`src/rtl/uart_tx_mmio.sv`:
```
// Memory-mapped UART transmitter: a DATA register feeding a small TX FIFO, a STATUS register,
// and an 8N1 serializer whose line output comes straight from a flop.
module uart_tx_mmio #(
  parameter int CLKS_PER_BIT = 16,
  parameter int FIFO_DEPTH   = 4
) (
  input  logic        clk,
  input  logic        rst,
  input  logic        sel,
  input  logic        we,
  input  logic [3:0]  addr,
  input  logic [31:0] wdata,
  output logic [31:0] rdata,
  output logic        ready,
  output logic        tx
);
  localparam int PW = $clog2(FIFO_DEPTH);
  localparam int CW = PW + 1;
  localparam int BW = $clog2(CLKS_PER_BIT);

  typedef enum logic [1:0] {IDLE, START, DATA, STOP} state_t;

  state_t          state_q, state_d;
  logic [BW-1:0]   baud_q, baud_d;
  logic [2:0]      bit_q, bit_d;
  logic [7:0]      shift_q, shift_d;
  logic            tx_q, tx_d;
  logic            ready_q, ovf_q;
  logic [31:0]     rdata_q;
  logic [PW-1:0]   wr_ptr_q, rd_ptr_q;
  logic [CW-1:0]   count_q;
  logic [7:0]      mem [FIFO_DEPTH];

  logic access, wr_data, rd_stat, full, empty, busy, push, pop, baud_wrap;
  logic [31:0] status;
  logic unused_wdata;

  assign unused_wdata = ^wdata[31:8];

  always_comb begin
    access    = sel && !ready_q;
    wr_data   = access && we && (addr == 4'h0);
    rd_stat   = access && !we && (addr == 4'h4);
    full      = (count_q == CW'(FIFO_DEPTH));
    empty     = (count_q == '0);
    busy      = (state_q != IDLE);
    status    = {28'b0, ovf_q, busy, empty, full};
    // The full test deliberately ignores a pop on the same edge.
    push      = wr_data && !full;
    pop       = (state_q == IDLE) && !empty;
    baud_wrap = (baud_q == BW'(CLKS_PER_BIT - 1));
  end

  always_comb begin
    state_d = state_q;
    baud_d  = baud_q;
    bit_d   = bit_q;
    shift_d = shift_q;
    tx_d    = tx_q;
    case (state_q)
      IDLE: begin
        tx_d = 1'b1;
        if (!empty) begin
          shift_d = mem[rd_ptr_q];
          baud_d  = '0;
          state_d = START;
          tx_d    = 1'b0;
        end
      end
      START: begin
        if (baud_wrap) begin
          baud_d  = '0;
          bit_d   = '0;
          state_d = DATA;
          tx_d    = shift_q[0];
        end else begin
          baud_d = baud_q + BW'(1);
        end
      end
      DATA: begin
        if (baud_wrap) begin
          baud_d  = '0;
          shift_d = shift_q >> 1;
          if (bit_q == 3'd7) begin
            state_d = STOP;
            tx_d    = 1'b1;
          end else begin
            bit_d = bit_q + 3'd1;
            tx_d  = shift_q[1];
          end
        end else begin
          baud_d = baud_q + BW'(1);
        end
      end
      default: begin
        if (baud_wrap) begin
          baud_d  = '0;
          state_d = IDLE;
          tx_d    = 1'b1;
        end else begin
          baud_d = baud_q + BW'(1);
        end
      end
    endcase
  end

  always_ff @(posedge clk or posedge rst) begin
    if (rst) begin
      state_q  <= IDLE;
      baud_q   <= '0;
      bit_q    <= '0;
      tx_q     <= 1'b1;
      ready_q  <= 1'b0;
      rdata_q  <= '0;
      ovf_q    <= 1'b0;
      wr_ptr_q <= '0;
      rd_ptr_q <= '0;
      count_q  <= '0;
    end else begin
      state_q <= state_d;
      baud_q  <= baud_d;
      bit_q   <= bit_d;
      tx_q    <= tx_d;
      ready_q <= access;
      rdata_q <= rd_stat ? status : 32'h0;
      if (wr_data && full) ovf_q <= 1'b1;
      else if (rd_stat)    ovf_q <= 1'b0;
      if (push) wr_ptr_q <= wr_ptr_q + PW'(1);
      if (pop)  rd_ptr_q <= rd_ptr_q + PW'(1);
      count_q <= count_q + CW'(push) - CW'(pop);
    end
  end

  // Payload storage carries no reset; occupancy is tracked by the control state above.
  always_ff @(posedge clk) begin
    if (push) mem[wr_ptr_q] <= wdata[7:0];
    shift_q <= shift_d;
  end

  assign tx    = tx_q;
  assign ready = ready_q;
  assign rdata = rdata_q;
endmodule

```
`config.mk`:
```
export PLATFORM = sky130hd
export DESIGN_NAME = uart_tx_mmio
export DESIGN_NICKNAME = d
export VERILOG_FILES = /design/src/rtl/uart_tx_mmio.sv
export SDC_FILE = /design/constraint.sdc
export NUM_CORES = 1
export LEC_CHECK = 0
export BUFFER_PORTS_ARGS = -buffer_cell sky130_fd_sc_hd__clkbuf_2
export CAP_MARGIN = 10
export CORE_MARGIN = 2
export CORE_UTILIZATION = 50
export CTS_CLUSTER_DIAMETER = 120
export DETAILED_ROUTE_END_ITERATION = 10
export PLACE_DENSITY_LB_ADDON = 0.2
export SETUP_SLACK_MARGIN = 0.1
export SYNTH_ARGS = -nofsm -noshare
export SYNTH_HDL_FRONTEND = slang
export SYNTH_SLANG_ARGS = --single-unit
```
`constraint.sdc`:
```
create_clock -name clk -period 3 [get_ports clk]
set_input_delay 0.45 -clock clk [delete_from_list [all_inputs] [get_ports clk]]
set_output_delay 0.45 -clock clk [all_outputs]
set_load 0.05 [all_outputs]
```
Word level (Yosys, flattened, before mapping)
Memory sizes are Yosys's and may differ from the RTL's.
Cells that the tools add are included.
{"block": "word_totals", "register_bits": 31, "mem_bits_rw": 32, "in_bits": 40, "output_inout_bits": 34, "word_cells": 80, "memories": 1}
{"memory": "mem", "words": 4, "word_bits": 8, "rd": 1, "rd_clocked_by_memory_dff": 0, "wr": 1, "line": "32", "rtl": "logic [7:0] mem [FIFO_DEPTH];"}
{"block": "op_classes", "addsub": 6, "n_eq_ne": 11, "muxes": 27, "n_reduce_logical": 24}
{"op": "$mux W4", "n": 4}
{"op": "$mux W8", "n": 2}
{"op": "$pmux W8 S2", "n": 1}
{"op": "$mux W2", "n": 5}
{"op": "$ne A2 B2 Y1 const B", "n": 5}
{"op": "$reduce_bool A2 Y1", "n": 5}
{"op": "$mux W1", "n": 9}
{"op": "$mux W3", "n": 3}
{"op": "$logic_and A1 B1 Y1", "n": 8}
{"op": "$eq A3 B3 Y1 const B", "n": 2}
{"op": "$pmux W2 S3", "n": 1}
{"op": "$pmux W3 S2", "n": 1}
{"op": "$reduce_and A3 Y1", "n": 2}
{"op": "$reduce_and A5 Y1", "n": 1}
{"op": "$add A2 B1 Y2 const B", "n": 2}
{"op": "$add A4 B1 Y4 const B", "n": 1}
{"op": "$eq A4 B3 Y1 const B", "n": 1}
{"op": "$eq A4 B4 Y1 const B", "n": 1}
{"op": "$logic_not A1 Y1", "n": 4}
{"op": "$logic_not A4 Y1", "n": 1}
{"op": "$reduce_and A4 Y1", "n": 1}
{"op": "$add A3 B1 Y3", "n": 1}
{"op": "$add A3 B1 Y3 const B", "n": 1}
{"op": "$logic_not A3 Y1", "n": 1}
{"op": "5 further kinds", "n": 5}

Logic depth before layout (Yosys ltp)
Gate-level depths: netlist (run 1).
{"block": "depth", "depth_word": 7, "mapped_depth": 11, "ltp_nobuf": 10}

Worst setup path after synthesis (run 1)
No wires, ideal clock.
{"block": "synth_timing", "kind": "flip-flop to flip-flop", "from": "register ready_q (netlist: ready)", "to": "register count_q[2]", "setup_ns": 0.127, "arrival_ns": 2.768, "path_slack_ns": 0.105, "stages_incl_launch_ff": 11, "n_path_buf": 0, "path_cell_list": "dfrtp_1 or4b_4 nor4_4 inv_1 ha_1 inv_1 ha_1 inv_1 fa_1 xnor2_1 xnor2_1"}
{"block": "synth_via", "elab_chain_cells": 7}
{"element": "from (decl)", "line": "28", "rtl": "logic ready_q, ovf_q;"}
{"element": "from (signal assigned)", "line": "124", "rtl": "ready_q <= access;"}
{"element": "$logic_not A1 Y1", "line": "41", "rtl": "access = sel && !ready_q;"}
{"element": "$logic_and A1 B1 Y1", "line": "41"}
{"element": "$logic_and A1 B1 Y1 (2 in series)", "line": "42", "rtl": "wr_data = access && we && (addr == 4'h0);"}
{"element": "$logic_and A1 B1 Y1", "line": "49", "rtl": "push = wr_data && !full;"}
{"element": "$add A3 B1 Y3", "line": "130", "rtl": "count_q <= count_q + CW'(push) - CW'(pop);"}
{"element": "$sub A3 B1 Y3", "line": "130"}
{"element": "to (signal assigned)", "line": "130"}
{"element": "to (decl)", "line": "31", "rtl": "logic [CW-1:0] count_q;"}
No other way between the ends.
A chain may end at the register's enable or synchronous reset.

Worst setup path after layout (run 1)
Ends and elaborated chain as after synthesis.

==> metrics.md, run 1 <==
| Metric | Value |
|---|---|
| Status | completed |
| Post-synth EDFFs | 40 |
| Xor/xnor cell area share of the yosys netlist | 1.46% |
| DIE AREA | 0.00663 mm² |
| Clock latency at the later pin of the worst-skew pair | 0.33 ns |
| Post-route setup slack | 0.377 ns |
| Maxcap violations | 0 |
| Slew @ Worst Pin | 0.864 ns |
| Synth cell types | 43 |
| Pre-CTS setup slack | 0.252 ns |
| CTS H-tree lvls | 3 |
| Remaining Overflow, GRT | 0 |
| First-pass GRT wire length | 7450 µm |
| Synth Area per Inst | 14.3 µm² |
| Synth Register Bits | 63 |
| Warnings from Yosys | 0 |
| Crit. End Element | flip-flop |
| FP Rows | 28 |
| Main flop type after synthesis | edfxtp_1 |
| Largest net degree at the start of global routing | 24 |
| Post-synthesis compound-gate area fraction | 4.80% |
| IO Port Bufs | 21 |
| Inserted Diodes | 0 |
| Type of the worst min-delay path | input pin to async pin |
| Highest Clock Rate | 381 MHz |
| Cts hold-fix bufs | 0 |
| FF/Latch Area | 0.00178 mm² |
| Yosys top cell area share | 40.1% |
| Filler cells | 480 |
| Max-slew headroom | 42.3% |
| Gp weighted congestion | 0.708 |
| VDD IR max | 0.000386 V |
| Area share of fa/ha/maj cells after synthesis | 6.10% |
| Initial antenna violation count | 0 |
| DR DRC count | 0 |
| Final #Nets | 293 |
| Initial drt markers | 84 |
| CTS tree | done |
| Setup violations, final | 0 |
| All-layer global routing usage | 15.4% |
| Final count of hold timing violations | 0 |
| Cell taking the most area after synthesis | edfxtp_1 |
| RSZ-0062 raised after global routing | no |
| Syn Std Cell Area | 0.00300 mm² |
| Antenna-violating nets left | 0 |
| Starting density of the core | 51.2% |
| WS Path Type | flip-flop to flip-flop |
| Final Max Tran Viols | 0 |
| Crit path time final | 2.62 ns |
| Sequential share of the synthesized area | 59.3% |
| Clock slew at reported path FFs | 0.07 ns |
| Syn Inst Count | 210 |
| Vias in the first global route | 1551 |
| Clock Path Buffers | 2 |
| Area of the core | 0.00585 mm² |
| Largest family of logic cells by synthesized area | multiplexers |
| Fin Setup TNS | 0 ns |
| Post-CTS setup repair buffer count | 0 |
| Arr. time, crit path | 2.83 ns |
| Routed via count | 1575 |
| Area share of and/or/nand/nor cells after synthesis | 8.48% |
| Vias per Instance | 4.94 |
| Final period utilization | 87.4% |
| Die Ht | 81.4 µm |
| 1st-pass router iterations | 4 |
| # IOs | 74 |
| Routed WL | 4410 µm |
| Die Wd | 81.4 µm |
| Startpoint Class | flip-flop |
| Share of post-route cells with drive strength above 1 | 27.9% |
| Avg WL per Cell | 13.8 µm |
| Leak | 0.00135 µW |
| TritonCTS Buffers | 9 |
| Proportion of synthesized area in mux cells | 10.2% |
| Most area-consuming cells after synthesis | edfxtp_1 40%, dfrtp_1 18%, buf_4 7.0%, mux4_2 6.0%, ha_1 5.4% |
| Root buffer cell | clkbuf_8 |
| DP HPWL | 3080 µm |
| Share of synthesized registers carrying an async set or reset | 36.5% |
| WP data required | 3.21 ns |
| Area grow syn2layout | 9.31% |
| Multi-input gate area | 0.00104 mm² |
| Max FO, Critical Path | 4 |
| CTS-repair resized insts | 0 |
| CTS Sinks | 63 |
| Worst Clk Skew | 0.00423 ns |
| Power Dens Cells | 805 mW/mm² |
## worst paths after layout
kind	startpoint	to	slack, ns	cells past startpoint
max reg2reg	ready	count_q[2]	0.38	10
min	rst	baud_q[1]	0.27	2
min in group clk	wdata[4]	mem[2][4]	0.33	1
min reg2reg	ovf_q	rdata[3]	0.52	2
max	ready	count_q[2]	0.38	10
max in group asynchronous	rst	state_q[0]	2.20	2
## cell type report
| type | instances | share of cell area [%] |
|---|---|---|
| clock buffers | 9 | 3.78 |
| clock inverters | 7 | 1.95 |
| inverters | 14 | 1.60 |
| multi-input cells | 127 | 31.6 |
| flip-flops and latches | 63 | 54.3 |
| well taps | 75 | 2.86 |
| repair buffers | 24 | 3.90 |
## synthesized netlist by cell type (2+ instances only)
| cell type | n |
|---|---|
| o31ai_1 | 2 |
| buf_2 | 2 |
| inv_1 | 14 |
| nand4_1 | 2 |
| clkbuf_1 | 2 |
| edfxtp_1 | 40 |
| a21oi_1 | 2 |
| ha_1 | 13 |
| mux4_2 | 8 |
| xnor2_1 | 4 |
| and2_2 | 4 |
| nor4b_1 | 2 |
| o21ai_0 | 10 |
| nor2_1 | 5 |
| buf_4 | 28 |
| nor2b_1 | 3 |
| a22o_1 | 3 |
| nand2b_1 | 2 |
| dfrtp_1 | 22 |
| nand3_1 | 3 |
| mux2_2 | 9 |
| nand2_1 | 9 |
## stage by stage
| stage | instances | utilization [%] | instance area [µm²] | hold WS (ns) | power [µW] |
|---|---|---|---|---|---|
| floorplan | 237 | - | 3100 | 0.451 | 1850 |
| global placement | 303 | 52.8 | 3090 | 0.510 | 1950 |
| detailed placement | 303 | 52.8 | 3090 | 0.510 | 1980 |
| CTS | 319 | 56.0 | 3280 | 0.305 | 2670 |
| global route | 319 | 56.0 | 3280 | 0.334 | 2810 |
| finish | 319 | 56.0 | 3280 | 0.272 | 2640 |
## kinds of logic after synthesis
logic type                 Yosys count
AOI/OAI and AO/OA                   21
xor gates and xnor gates             5
adders and majority gates           14
buffers and inverters               47
DFF                                 63
muxes                               19
other                                1
and+or+nand+nor                     40
## state kept, by name (all words and copies together), names as in the netlist
register,count
mem,32
shift_q,8
baud_q,4
rdata,4
bit_q,3
count_q,3
rd_ptr_q,2
state_q,2
wr_ptr_q,2
ovf_q,1
ready,1
tx,1
## per-layer routing
| metal | part of all wire [%] | track usage, % | up-vias |
|---|---|---|---|
| li1 | - | - | 762 |
| met1 | 46 | 20.2 | 773 |
| met2 | 49 | 24.3 | 34 |
| met3 | 3.6 | 4.29 | 6 |
| met4 | 1.3 | 6.61 | 0 |
| met5 | 0 | 0 | - |
## power by group
group	total (µW)	leakage (µW)	switching (µW)	internal, µW
registers	1250	0.000643	169	1080
logic	694	0.000613	357	337
clock network	693	0.0000924	318	376
## layout by cell type (no fill, tap or decap), types with 2 or more instances in the layout
master,synthesis,final
mux4_2,8,8
clkbuf_8,0,9
inv_1,14,14
clkbuf_2,0,21
nor2b_1,3,3
buf_4,28,3
o31ai_1,2,2
o21ai_0,10,10
and2_2,4,4
nor4b_1,2,2
nand2_1,9,9
mux2_2,9,9
nand2b_1,2,2
nand4_1,2,2
nor2_1,5,5
xnor2_1,4,4
edfxtp_1,40,40
dfrtp_1,22,22
a21oi_1,2,2
nand3_1,3,3
ha_1,13,13
a22o_1,3,3
clkinvlp_4,0,2
clkinv_2,0,3
conb_1,1,28
## critical path: stages, from the launching register on
cell	delay (ns)
dfrtp_1	0.41
or4b_4	0.56
nor4_4	0.28
inv_1	0.08
ha_1	0.29
inv_1	0.05
ha_1	0.13
inv_1	0.05
fa_1	0.38
xnor2_1	0.15
xnor2_1	0.12
(Power assumes the default switching activity.)
==> inputs of run 2 (changes only) <==
--- a/config.mk
+++ b/config.mk
@@ -5,13 +5,13 @@
 export SDC_FILE = /design/constraint.sdc
 export NUM_CORES = 1
 export LEC_CHECK = 0
-export BUFFER_PORTS_ARGS = -buffer_cell sky130_fd_sc_hd__clkbuf_2
 export CAP_MARGIN = 10
-export CORE_MARGIN = 2
 export CORE_UTILIZATION = 50
 export CTS_CLUSTER_DIAMETER = 120
 export DETAILED_ROUTE_END_ITERATION = 10
+export DONT_BUFFER_PORTS = 1
 export PLACE_DENSITY_LB_ADDON = 0.2
+export REMOVE_ABC_BUFFERS = 1
 export SETUP_SLACK_MARGIN = 0.1
 export SYNTH_ARGS = -nofsm -noshare
 export SYNTH_HDL_FRONTEND = slang
==> run 2 against run 1 <==
First-iteration DRC count is 45% lower. Clock power is 16% higher. Power is 4.4% higher. Global-route usage is 2.1 points higher. Core utilization is 0.85 points higher. Routed wire length is 7.1% higher. Die area is 4.9% lower. Fmax is 1.4% lower. Cell area is 2.1% lower. Critical endpoint unchanged. Worst hold slack worse by 0.093 ns. Critical path depth stayed put. Worst setup slack worse by 0.037 ns.
==> metrics.md, run 2 (synthesized netlist as in run 1, its figures left out) <==
| Metric | Value |
|---|---|
| Status | completed |
| Most common cell after layout, fill and taps aside | edfxtp_1 |
| Routed via count | 1552 |
| IO Port Bufs | 0 |
| DP HPWL | 3380 µm |
| Final instance count without filler cells | 296 |
| Final count of hold timing violations | 0 |
| Gate power share | 24.4% |
| Type of the worst min-delay path | input pin to async pin |
| Inserted Diodes | 0 |
| DIE AREA | 0.00631 mm² |
| Critical R2R Launch | ready |
| RSZ-0062 raised after global routing | no |
| Reg2reg setup slack | 0.34 ns |
| CTS Sinks | 63 |
| Cts hold-fix bufs | 0 |
| Final Max Tran Viols | 0 |
| 1st-pass router iterations | 4 |
| Grt peak-use layer | met2 |
| Fin Setup TNS | 0 ns |
| Die Ht | 79.4 µm |
| Post-CTS setup repair buffer count | 0 |
| All-layer global routing usage | 17.5% |
| TritonCTS Buffers | 9 |
| Root buffer cell | clkbuf_8 |
| Max FO, Critical Path | 2 |
| Area of the core | 0.00564 mm² |
| Antenna-violating nets left | 0 |
| M2 GR Usage | 29.8% |
| Leak | 0.00128 µW |
| DR DRC count | 0 |
| Power Dens Cells | 859 mW/mm² |
| First-pass GRT wire length | 7990 µm |
| Filler cells | 440 |
| CTS tree | done |
| Pre-CTS setup slack | 0.270 ns |
| Highest Clock Rate | 376 MHz |
| Launch point of the worst path | ready |
| Setup violations, final | 0 |
| Final #Nets | 273 |
| Crit. End Element | flip-flop |
| Initial drt markers | 46 |
| Maxcap violations | 0 |
| Worst Clk Skew | 0.00433 ns |
| Vias per Instance | 5.24 |
| Vias in the first global route | 1635 |
| VDD IR max | 0.000455 V |
| CTS-repair resized insts | 0 |
| Largest net degree at the start of global routing | 24 |
| Avg WL per Cell | 15.9 µm |
| Post-route setup slack | 0.341 ns |
| Share of post-route cells with drive strength above 1 | 21.4% |
| Clock Path Buffers | 2 |
| Placed Cells | 280 |
| Slew @ Worst Pin | 0.869 ns |
| Most flop-heavy register | mem |
| Die Wd | 79.4 µm |
| Area grow syn2layout | 7.01% |
| Commonest cells after routing, fill and taps aside | 40 x edfxtp_1, 28 x conb_1, 22 x dfrtp_1 |
| Startpoint Class | flip-flop |
| Routed WL | 4720 µm |
| Seq pwr share | 46.5% |
| Max-slew headroom | 42.0% |
| Switching power share of the total | 31.6% |
| # IOs | 74 |
| Gp weighted congestion | 0.695 |
| Clock slew at reported path FFs | 0.07 ns |
| CTS H-tree lvls | 3 |
| Remaining Overflow, GRT | 0 |
| Initial antenna violation count | 0 |
| Arr. time, crit path | 2.92 ns |
| NetSw | 871 µW |
| Int Pwr | 1880 µW |
| Clock latency at the later pin of the worst-skew pair | 0.34 ns |
| Met3 Use GR | 3.89% |
| WS Path Type | flip-flop to flip-flop |
| Crit path time final | 2.66 ns |
| Met1 global-route usage | 20.6% |
| FP Rows | 27 |
| Starting density of the core | 53.1% |
| Clock power share | 29.2% |
| Top Registers | mem (32), shift_q (8) |
| WP data required | 3.26 ns |
| Max reg flops | 32 |
| Final period utilization | 88.6% |
## run 2: area by class of cell
type,instances,area [µm²],share of cell area [%]
clock buffer,9,124,3.86
inverter,14,52.6,1.64
sequential,63,1780,55.4
timing repair buffer,4,30.0,0.936
tap,72,90.1,2.81
clock inverter,7,96.3,3.00
multi-input combinational,127,1040,32.3
## run 2: metrics by stage
step	hold WS, ns	cell area (µm²)	power [µW]	util [%]
after CTS	0.186	3210	2790	56.8
after global placement	0.512	2990	1920	52.9
after floorplan	0.451	2870	1810	-
final	0.179	3210	2750	56.8
after global routing	0.186	3210	2910	56.8
after detailed placement	0.517	2990	1980	52.9
## run 2: power groups by stage
stage / Clock (µW) / Combinational, µW / Sequential (µW)
after floorplan: 0 / 553 / 1260
after global placement: 0 / 627 / 1290
after detailed placement: 0 / 673 / 1310
after CTS: 824 / 678 / 1290
after global routing: 858 / 744 / 1310
final: 803 / 671 / 1280
## run 2: layer usage
metal  wire, µm  vias to the layer above
met5          0                        -
met3        234                       10
met2       2450                       54
met1       1920                      766
met4        112                        0
li1           -                      722
## run 2: path summary, 6_finish.rpt
check / end / cells after the start
worst max-delay path: count_q[2] / 10
worst min-delay path: bit_q[0] / 1
worst max register to register: count_q[2] / 10
worst min register to register: rdata[3] / 2
max in group asynchronous: rd_ptr_q[1] / 1
min in group clk: mem[3][3] / 0
## run 2: critical path: stages (launching register included)
cell and delay (ns):
dfrtp_1 0.39, or4b_4 0.57, nor4_4 0.30, inv_1 0.08
ha_1 0.29, inv_1 0.07, ha_1 0.14, inv_1 0.05
fa_1 0.37, xnor2_1 0.20, xnor2_1 0.14
